$ cat config.mk
export PLATFORM = sky130hd
export DESIGN_NAME = uart_bus_bridge
export DESIGN_NICKNAME = d
export VERILOG_FILES = /design/src/rtl/uart_pkg.sv /design/src/rtl/uart_access_strobe.sv /design/src/rtl/uart_bus_bridge.sv
export SDC_FILE = /design/constraint.sdc
export NUM_CORES = 1
export LEC_CHECK = 0
export CORE_ASPECT_RATIO = 0.6
export CORE_MARGIN = 5
export CORE_UTILIZATION = 25
export CTS_CLUSTER_SIZE = 10
export DETAILED_ROUTE_END_ITERATION = 6
export PLACE_DENSITY_LB_ADDON = 0.2
export SYNTH_ARGS = -nofsm -noshare
export SYNTH_HDL_FRONTEND = slang
export SYNTH_SLANG_ARGS = --single-unit
$ cat constraint.sdc
create_clock -name clk -period 1.5 [get_ports clk]
set_input_delay 0.3 -clock clk [delete_from_list [all_inputs] [get_ports clk]]
set_output_delay 0.3 -clock clk [all_outputs]
set_load 0.1 [all_outputs]
$ cat src/rtl/uart_pkg.sv
// Shared constants for the UART CPU bus bridge: register map, STATUS/CTRL
// bit positions and the default baud divisor.
package uart_pkg;

    // Register addresses
    localparam logic [1:0] REG_DATA    = 2'd0;
    localparam logic [1:0] REG_STATUS  = 2'd1;
    localparam logic [1:0] REG_DVSR_LO = 2'd2;
    localparam logic [1:0] REG_CTRL    = 2'd3;

    // STATUS bit indices
    localparam int ST_RX_AVAIL = 0;
    localparam int ST_TX_FULL  = 1;
    localparam int ST_TX_DROP  = 2;
    localparam int ST_RX_UNDER = 3;
    localparam int ST_IRQ      = 7;

    // CTRL bit indices (bits [2:0] carry dvsr[10:8])
    localparam int CTRL_RX_IE = 6;
    localparam int CTRL_TX_IE = 7;

    // Divisor width and default (115,200 baud at 50 MHz)
    localparam int DVSR_W       = 11;
    localparam int DVSR_DEFAULT = 26;

endpackage

$ cat src/rtl/uart_access_strobe.sv
// Chip-select rising-edge detector. The history flop resets to 1 so that a
// chip select already asserted when reset releases is not seen as an access.
module uart_access_strobe (
    input  logic clk,
    input  logic reset,
    input  logic cs,
    output logic acc
);

    logic cs_q;
    logic cs_d;

    // Next history value is simply the current chip select
    always_comb begin
        cs_d = cs;
    end

    // History register, reset high to suppress an in-flight access
    always_ff @(posedge clk) begin
        if (reset) begin
            cs_q <= 1'b1;
        end else begin
            cs_q <= cs_d;
        end
    end

    assign acc = cs & ~cs_q;

endmodule

$ cat src/rtl/uart_bus_bridge.sv
// CPU register bridge in front of the UART FIFOs: turns chip-select accesses
// into single-cycle push/pop strobes, holds sticky error flags and the baud
// divisor. Optional interrupt logic is enabled by defining UART_IRQ_EN.
module uart_bus_bridge
    import uart_pkg::*;
#(
    parameter int DVSR_RESET = DVSR_DEFAULT
) (
    input  logic              clk,
    input  logic              reset,
    input  logic              cs,
    input  logic              we,
    input  logic [1:0]        addr,
    input  logic [7:0]        din,
    output logic [7:0]        dout,
    output logic              irq,
    output logic              wr_uart,
    output logic [7:0]        w_data,
    input  logic              tx_full,
    output logic              rd_uart,
    input  logic [7:0]        r_data,
    input  logic              rx_empty,
    output logic [DVSR_W-1:0] dvsr
);

    logic              acc;
    logic [7:0]        dout_q,     dout_d;
    logic              irq_q,      irq_d;
    logic              wr_uart_q,  wr_uart_d;
    logic [7:0]        w_data_q,   w_data_d;
    logic              rd_uart_q,  rd_uart_d;
    logic [DVSR_W-1:0] dvsr_q,     dvsr_d;
    logic              tx_drop_q,  tx_drop_d;
    logic              rx_under_q, rx_under_d;
    logic              rx_ie_q,    rx_ie_d;
    logic              tx_ie_q,    tx_ie_d;
    logic              tx_drop_set;
    logic              rx_under_set;
    logic [7:0]        status_val;
    logic [7:0]        ctrl_val;

    uart_access_strobe u_strobe (
        .clk   (clk),
        .reset (reset),
        .cs    (cs),
        .acc   (acc)
    );

    // Read-back images of STATUS and CTRL; reserved bits read as zero
    always_comb begin
        status_val                 = 8'h00;
        status_val[ST_RX_AVAIL]    = ~rx_empty;
        status_val[ST_TX_FULL]     = tx_full;
        status_val[ST_TX_DROP]     = tx_drop_q;
        status_val[ST_RX_UNDER]    = rx_under_q;
        status_val[ST_IRQ]         = irq_q;
        ctrl_val                   = 8'h00;
        ctrl_val[2:0]              = dvsr_q[10:8];
        ctrl_val[CTRL_RX_IE]       = rx_ie_q;
        ctrl_val[CTRL_TX_IE]       = tx_ie_q;
    end

    // Register access decode: one action per chip-select rising edge
    always_comb begin
        dout_d       = dout_q;
        wr_uart_d    = 1'b0;
        w_data_d     = w_data_q;
        rd_uart_d    = 1'b0;
        dvsr_d       = dvsr_q;
        tx_drop_d    = tx_drop_q;
        rx_under_d   = rx_under_q;
        rx_ie_d      = rx_ie_q;
        tx_ie_d      = tx_ie_q;
        tx_drop_set  = 1'b0;
        rx_under_set = 1'b0;
        if (acc) begin
            if (we) begin
                case (addr)
                    REG_DATA: begin
                        if (!tx_full) begin
                            wr_uart_d = 1'b1;
                            w_data_d  = din;
                        end else begin
                            tx_drop_set = 1'b1;
                        end
                    end
                    REG_STATUS: begin
                        if (din[ST_TX_DROP])  tx_drop_d  = 1'b0;
                        if (din[ST_RX_UNDER]) rx_under_d = 1'b0;
                    end
                    REG_DVSR_LO: dvsr_d[7:0] = din;
                    REG_CTRL: begin
                        dvsr_d[10:8] = din[2:0];
`ifdef UART_IRQ_EN
                        rx_ie_d = din[CTRL_RX_IE];
                        tx_ie_d = din[CTRL_TX_IE];
`endif
                    end
                    default: ;
                endcase
            end else begin
                case (addr)
                    REG_DATA: begin
                        if (!rx_empty) begin
                            dout_d    = r_data;
                            rd_uart_d = 1'b1;
                        end else begin
                            dout_d       = 8'h00;
                            rx_under_set = 1'b1;
                        end
                    end
                    REG_STATUS:  dout_d = status_val;
                    REG_DVSR_LO: dout_d = dvsr_q[7:0];
                    REG_CTRL:    dout_d = ctrl_val;
                    default: ;
                endcase
            end
        end
        // A set event in the same cycle as a W1C clear keeps the flag set
        if (tx_drop_set)  tx_drop_d  = 1'b1;
        if (rx_under_set) rx_under_d = 1'b1;
    end

    // Interrupt request: level sources gated by enables plus the stickies
    always_comb begin
`ifdef UART_IRQ_EN
        irq_d = (rx_ie_q & ~rx_empty) | (tx_ie_q & ~tx_full) | tx_drop_q | rx_under_q;
`else
        irq_d = 1'b0;
`endif
    end

    // State registers
    always_ff @(posedge clk) begin
        if (reset) begin
            dout_q     <= 8'h00;
            irq_q      <= 1'b0;
            wr_uart_q  <= 1'b0;
            w_data_q   <= 8'h00;
            rd_uart_q  <= 1'b0;
            dvsr_q     <= DVSR_W'(DVSR_RESET);
            tx_drop_q  <= 1'b0;
            rx_under_q <= 1'b0;
            rx_ie_q    <= 1'b0;
            tx_ie_q    <= 1'b0;
        end else begin
            dout_q     <= dout_d;
            irq_q      <= irq_d;
            wr_uart_q  <= wr_uart_d;
            w_data_q   <= w_data_d;
            rd_uart_q  <= rd_uart_d;
            dvsr_q     <= dvsr_d;
            tx_drop_q  <= tx_drop_d;
            rx_under_q <= rx_under_d;
            rx_ie_q    <= rx_ie_d;
            tx_ie_q    <= tx_ie_d;
        end
    end

    assign dout    = dout_q;
    assign irq     = irq_q;
    assign wr_uart = wr_uart_q;
    assign w_data  = w_data_q;
    assign rd_uart = rd_uart_q;
    assign dvsr    = dvsr_q;

endmodule
* Yosys cells after proc, flatten, opt, wreduce, memory -nomap -nowiden
Cells that the tools add are included.
** Storage, ports and cells
- Output and inout port bits :: 30
- Register bits :: 32
- Input port bits :: 24
- Word-level logic and storage cells :: 58
** Operators by class
- Bitwise operators :: 7
- Reduce and logical (&&, ||, !) cells :: 17
- Equal/unequal tests :: 3
- Multiplexer cells :: 22
** Operators with widths (number)
- case mux 8 bit (4 select lines) :: 1
- two-way mux 1 bit :: 20
- nonzero test 2 bit :: 8
- AND reduction 4 bit :: 3
- two-way mux 8 bit :: 1
- OR reduction 4 bit :: 2
- inverter 1 bit :: 6
- AND reduction 3 bit :: 2
- == test 2 bit, second input constant :: 2
- == test 2 x 1 -> 1 bit, second input constant :: 1
- logical NOT 2 bit :: 1
- AND reduction 2 bit :: 1
- bitwise AND 1 bit :: 1

* Depth between registers and ports, before layout
Gate-level depths: netlist (run 1).
- Depth after elaboration :: 6
- Gate-level depth with buffers :: 6
- Depth with buffers taken out :: 3

* Modules after synthesis
A second synthesis (run 1) with hierarchy kept.
** Unflattened totals
- Cell total of the unflattened synthesis :: 155
- Area, all modules :: 1348.8 sq um
** By module, submodules not included
- uart_bus_bridge :: times used 1, cells each 152, seq. area each 620.6 sq um, area an instance 1316.3 sq um
- uart_access_strobe :: times used 1, cells each 3, seq. area each 20.0 sq um, area an instance 32.5 sq um

* Least setup slack after synthesis (run 1)
OpenSTA, ideal clock, no wires.
- Path type :: reg2reg
- Start point :: register dvsr_q[9], in the netlist dvsr[9]
- End point :: register dout_q[1], in the netlist dout[1]
- Arrival time :: 1.491 ns
- Period minus slack after synthesis :: 1.577 ns
- Setup slack :: -0.077 ns
- Path buffers :: 0
- Stages on the path, launching flop included :: 4
- Data required time :: 1.414 ns
- Library setup time :: 0.086 ns
- Cell sequence :: dfxtp_1 mux2_2 a22oi_1 a211oi_1
** On the way
- Cells in the longest elaborated chain, start to end :: 1
** RTL lines
- start: declaration :: RTL line uart_bus_bridge.sv:32 : logic [DVSR_W-1:0] dvsr_q, dvsr_d;
- start signal: assignment :: RTL line uart_bus_bridge.sv:141 : dvsr_q <= DVSR_W'(DVSR_RESET);
- start signal: assignment :: RTL line uart_bus_bridge.sv:152 : dvsr_q <= dvsr_d;
- case mux 8 bit (4 select lines) :: RTL line uart_bus_bridge.sv:102 : case (addr)
- end signal: assignment :: RTL line uart_bus_bridge.sv:147 : dout_q <= dout_d;
- end: declaration :: RTL line uart_bus_bridge.sv:27 : logic [7:0] dout_q, dout_d;
Every way passes these cells.
A chain may end at the register's enable or synchronous reset.

* Worst setup path in the final report (run 1)
- Start point :: input we
- End point :: register dvsr_q[3], in the netlist dvsr[3]
** On the way
- Cells in the longest elaborated chain, start to end :: 1
** RTL lines
- start: declaration :: RTL line uart_bus_bridge.sv:12 : input logic we,
- AND reduction 3 bit (no line)
Every way passes these cells.

==> results of run 1 <==
## cells in the mapped netlist
master and n:
buf_6 3, or3_1 1, nor2b_1 2, mux2_2 2, conb_1 1, nor3b_1 1, nor2_1 11, nand2b_1 1
nor3_1 5, nor3_4 1, nand4_1 3, nand3b_1 3, o21ai_0 19, or2_2 1, a222oi_1 1, a211oi_1 4
nand2_1 3, or3b_1 1, and3_1 3, a221oi_1 5, clkbuf_2 1, dfxtp_1 32, a22oi_1 2, a211o_1 3
a21oi_1 20, and3b_1 1, buf_4 2, and2_1 1, nand3_1 15, buf_2 5, nor3_2 1, clkbuf_1 4
## per-stage QoR
step                utilization, %  std cells  hold slack (ns)  area [sq um]  total power, uW
finish                       45.76        292           0.4847          2501             2048
global route                 45.76        292           0.5025          2501             2132
CTS                          45.60        292           0.4817          2492             2066
detailed placement           43.50        284           0.4698          2377             1247
global placement             43.50        284           0.4680          2377             1247
floorplan                        -        158           0.3943          1386             1068
## layout make-up
class                   count  area, sq um  share of cell area (%)
repair buffers             72         1003                   40.12
well taps                  69        86.33                   3.452
clock buffers               6        72.57                   2.901
multi-input cells         111        659.4                   26.36
flip-flops and latches     32        644.4                   25.76
clock inverters             2        35.03                   1.401
## worst max-delay path, delay by kind of cell
kind,cells,cell delay (ns)
buffers and inverters,2,0.60
and+or+nand+nor,2,0.38
AOI/OAI and AO/OA,1,0.30
## metal layers
metal / wire [um] / vias up
met5: 0 / -
met4: 34 / 0
met3: 304 / 5
met2: 1775 / 39
met1: 2190 / 653
li1: - / 706
## sequential cells by signal (all words and copies together), names as in the netlist
register       count
dvsr              11
dout               8
w_data             8
rd_uart            1
rx_under_q         1
tx_drop_q          1
u_strobe.cs_q      1
wr_uart            1
## timing repair
item                                   CTS  global route
pin swaps                                1             4
gates resized for setup                  3             4
endpoints found under the hold margin    0             0
setup endpoints to repair                5            11
buffers inserted                         0             0
hold buffers                             0             0
## where the power goes
| part | switching [uW] | internal, uW | leakage (uW) | total, uW |
|---|---|---|---|---|
| combinational | 193 | 159 | 0.000612 | 352 |
| clock | 325 | 493 | 0.0000552 | 818 |
| sequential | 14.7 | 863 | 0.000259 | 878 |
| total | 533 | 1510 | 0.000926 | 2050 |
## cells in the final DEF (no fill, tap or decap), types with 4 or more instances in the layout
cell,synthesis,final
buf_12,0,32
dfxtp_1,32,29
clkdlybuf4s50_1,0,21
a21oi_1,20,20
o21ai_0,19,19
buf_4,2,16
nand3_1,15,15
nor2_1,11,11
a221oi_1,5,5
nor3_1,5,5
clkbuf_8,0,5
a211oi_1,4,4
## logic make-up after synthesis
| logic type | after synthesis | synth area share (%) |
|---|---|---|
| AO/OA/AOI/OAI | 54 | 23.17 |
| AND/OR/NAND/NOR | 54 | 21.81 |
| flip-flops | 32 | 46.33 |
| buffers and inverters | 15 | 6.786 |
| multiplexers | 2 | 1.629 |
| other | 1 | 0.2712 |
## how the worst max path moves through the flow
stage                         end  slack, ns  depth (start not counted)
after floorplan           dout[0]      0.009                          3
after global placement    dout[6]      -0.30                          6
after detailed placement  dout[4]      -0.33                          6
after CTS                 dvsr[3]       0.02                          5
after global routing      dout[0]       0.05                          4
final                     dvsr[3]       0.09                          5
==> results.yml, run 1 <==
hold_path:
  whs_path_depth: 2
  min_to: "rx_under_q"
  min_from: "rx_under_q"
  hold_class: "reg -> reg"
timing:
  tns_ns: 0
  fin_ws_ns: 0.09224
  final_max_slew_viol_count: 0
  period_needed_ns: 1.408
  hold_viol_final: 0
  min_period_over_period_pct: 93.85
  max_freq_mhz: 710.3
  finalClockSkew_ns: 0.002256
  finalSetupViolCount: 0
  rsz0062_at_grt: "no"
global_routing:
  track_usage_pct: 12.47
  antenna_found_initial: 0
  grt_busiest_layer: "met1"
  use_met1_pct: 18.29
  grt_pass1_wl_mm: 6.858
  met3_usage_pct: 4.298
  overflow: 0
  grtUsageMet2_pct: 16.75
  grt_pass1_vias: 1321
  grt_max_degree: 33
synthesis:
  synth_area_sq_um: 1383
  synth.avg_cell_area_sq_um: 8.750
  ys_ff_latch: 32
  yosys-top-cells-area: "dfxtp_1 46%, a21oi_1 7.2%, o21ai_0 6.9%"
  synth.largest_area_cell: "dfxtp_1"
  yosysTopAreaCellShare_pct: 46.33
  syn_nets: 182
  yosysUniqueCellTypes: 32
  synth_cells: 158
  yosys_warnings: 0
  yosysSeqAreaShare_pct: 46.33
die:
  dieArea_sq_um: 7166
  core_area_sq_um: 5465
  die_y_um: 67.61
  chipWidth_um: 106.0
  io_pins: 54
  initial_core_util_pct: 25.30
  rows: 21
status:
  status: "finished, final reports clean"
clock_network:
  cts_num_sinks: 32
  clkLatencyLatePin_ns: 0.28
  cts_tree: "done"
  clk_pin_slew_ns: 0.07
  cts_max_level: 2
  root_buffer: "clkbuf_8"
  cts_buffer_depth: 2
  cts_buffers: 5
critical_path:
  crit_path_max_incr_delay_ns: 0.48
  crit_type: "in -> reg"
  crit_path_start_kind: "input port"
  path_cells: "clkdlybuf4s50_1 > buf_4 > and3b_2 > nand2_1 > a211o_1"
  cp_max_fo: 7
  r2r_slack_ns: 0.26
  r2r_end: "dout[0]"
  regToRegStartpoint: "u_strobe.cs_q"
  startpoint: "we"
  r2r_cells: 3
  critPathCaptureType: "register"
  cp_data_required_time_ns: 1.67
  cp.arrival_ns: 1.58
  cp_slowest_cell: "clkdlybuf4s50_1"
detailed_routing:
  vias_per_cell: 4.805
  firstDrtPassIters: 4
  drt_iter0_drc: 76
  drc: 0
  antenna_left: 0
  vias: 1403
  wl_per_cell_um: 14.74
  drt_wl_total_mm: 4.305
placement:
  pre_cts_ws_ns: -0.3252
  place_congestion: 0.8017
  io_buffers: 52
  dp_hpwl_mm: 3.255
finish:
  drive_above_1_share_pct: 30.49
  final_nets: 246
  fill_cells: 525
  diodes: 0
  synthToLayoutAreaGrowth_pct: 80.91
power_and_ir_drop:
  pwr_density_cell_nw_per_um2: 818.7
  ir_drop_mv: 0.3366
  cellLeakagePower_uw: 0.0009263
flow_run:
  maxCapViolCount: 0
Power figures use the tool's default switching activity.
==> run 2: changes to the inputs <==
--- a/config.mk
+++ b/config.mk
@@ -5,7 +5,7 @@
 export SDC_FILE = /design/constraint.sdc
 export NUM_CORES = 1
 export LEC_CHECK = 0
-export CORE_ASPECT_RATIO = 0.6
+export CORE_ASPECT_RATIO = 1.1
 export CORE_MARGIN = 5
 export CORE_UTILIZATION = 25
 export CTS_CLUSTER_SIZE = 10
==> results.yml, run 2 (synthesis results as in run 1) <==
timing:
  hold_viol_final: 0
  fin_ws_ns: 0.05363
  min_period_over_period_pct: 96.42
  finalSetupViolCount: 0
  max_freq_mhz: 691.4
  period_needed_ns: 1.446
  holdWs_ns: 0.4301
  final_max_slew_viol_count: 0
  finalClockSkew_ns: 0.003746
  tns_ns: 0
clock_network:
  cts_buffer_depth: 2
  cts_buffers: 5
  clk_pin_slew_ns: 0.07
  post_cts_buffers: 0
  cts_max_level: 2
  root_buffer: "clkbuf_8"
  ctsHoldBuffers: 0
  cts_num_sinks: 32
  cts_tree: "done"
  clkLatencyLatePin_ns: 0.28
status:
  status: "finished, final reports clean"
detailed_routing:
  wl_per_cell_um: 14.14
  vias_per_cell: 4.647
  antenna_left: 0
  drt_iter0_drc: 78
  drt_wl_total_mm: 4.283
  firstDrtPassIters: 4
  vias: 1408
  drc: 0
placement:
  dp_hpwl_mm: 3.306
  pre_cts_ws_ns: -0.2989
  place_congestion: 0.8298
  placed_area_sq_um: 2385
  io_buffers: 52
global_routing:
  grtUsageMet2_pct: 21.58
  grt_pass1_wl_mm: 7.044
  grt_busiest_layer: "met2"
  antenna_found_initial: 0
  use_met1_pct: 15.99
  grt_max_degree: 20
  met3_usage_pct: 3.086
  overflow: 0
  grt_pass1_vias: 1450
  track_usage_pct: 12.93
power_and_ir_drop:
  total_power_uw: 2038
  pwr_density_cell_nw_per_um2: 809.6
  cellLeakagePower_uw: 0.0009376
  ir_drop_mv: 0.3073
die:
  rows: 28
  die_y_um: 88.00
  io_pins: 54
  dieArea_sq_um: 7119
  initial_core_util_pct: 25.63
  core_area_sq_um: 5395
  chipWidth_um: 80.91
flow_run:
  maxCapViolCount: 0
finish:
  drive_above_1_share_pct: 32.46
  diodes: 0
  final_nets: 251
  largest_register_ffs: 11
  fin_area_sq_um: 2517
  fill_cells: 547
  most-common-layout-cells: "29 x dfxtp_1, 29 x buf_12, 24 x buf_4, 22 x clkdlybuf4s50_1, 20 x a21oi_1"
  synthToLayoutAreaGrowth_pct: 82.08
critical_path:
  critPathCaptureType: "register"
  cp.arrival_ns: 1.62
  regToRegStartpoint: "u_strobe.cs_q"
  crit_path_start_kind: "input port"
  startpoint: "addr[1]"
  cp_max_fo: 11
  crit_type: "in -> reg"
  cp_data_required_time_ns: 1.67
hold_path:
  hold_class: "in -> reg"
  min_from: "addr[0]"
## run 2: worst paths after layout
| kind | endpoint | slack [ns] | cells after the start |
|---|---|---|---|
| max reg2reg | dout[0] | 0.27 | 3 |
| min | wr_uart | 0.43 | 3 |
| min reg2reg | tx_drop_q | 0.48 | 2 |
| max | dvsr[3] | 0.05 | 6 |
## run 2: final cells by class
| class | instances | area, sq um | area share [%] |
|---|---|---|---|
| clock inverters | 2 | 35.03 | 1.392 |
| well taps | 75 | 93.84 | 3.728 |
| flip-flops and latches | 32 | 644.4 | 25.60 |
| repair buffers | 77 | 1005 | 39.91 |
| multi-input cells | 111 | 666.9 | 26.49 |
| clock buffers | 6 | 72.57 | 2.883 |
## run 2: timing repair
item	in CTS	in global routing
endpoints found under the setup margin	3	12
endpoints found under the hold margin	0	0
pin swaps	0	3
gates cloned	0	0
gates resized for setup	1	6
## run 2: power by group
| part | total (uW) | switching [uW] | internal (uW) |
|---|---|---|---|
| combinational | 353 | 194 | 160 |
| sequential | 877 | 14.3 | 863 |
| clock | 807 | 315 | 492 |
| total | 2040 | 523 | 1520 |
## run 2: per-layer routing
metal,part of all wire [%],up-vias
li1,-,715
met1,45,649
met2,48,36
met3,5.1,8
met4,1.5,0
met5,0,-
## run 2: critical path, cell delays in order
cell,delay [ns]
clkdlybuf4s50_1,0.42
nor2b_1,0.14
buf_4,0.14
buf_4,0.17
and3_1,0.18
a211o_1,0.26
## run 2: per-stage QoR
stage | utilization, % | cells
floorplan | - | 158
global placement | 44.20 | 295
detailed placement | 44.20 | 295
CTS | 46.29 | 303
global route | 46.66 | 303
finish | 46.66 | 303
==> run 3: changes to the inputs <==
--- a/config.mk
+++ b/config.mk
@@ -14,3 +14,4 @@
 export SYNTH_ARGS = -nofsm -noshare
 export SYNTH_HDL_FRONTEND = slang
 export SYNTH_SLANG_ARGS = --single-unit
+export TNS_END_PERCENT = 100
==> results of run 3 <==
Final layout, timing and power as in run 2 (identical DEF).
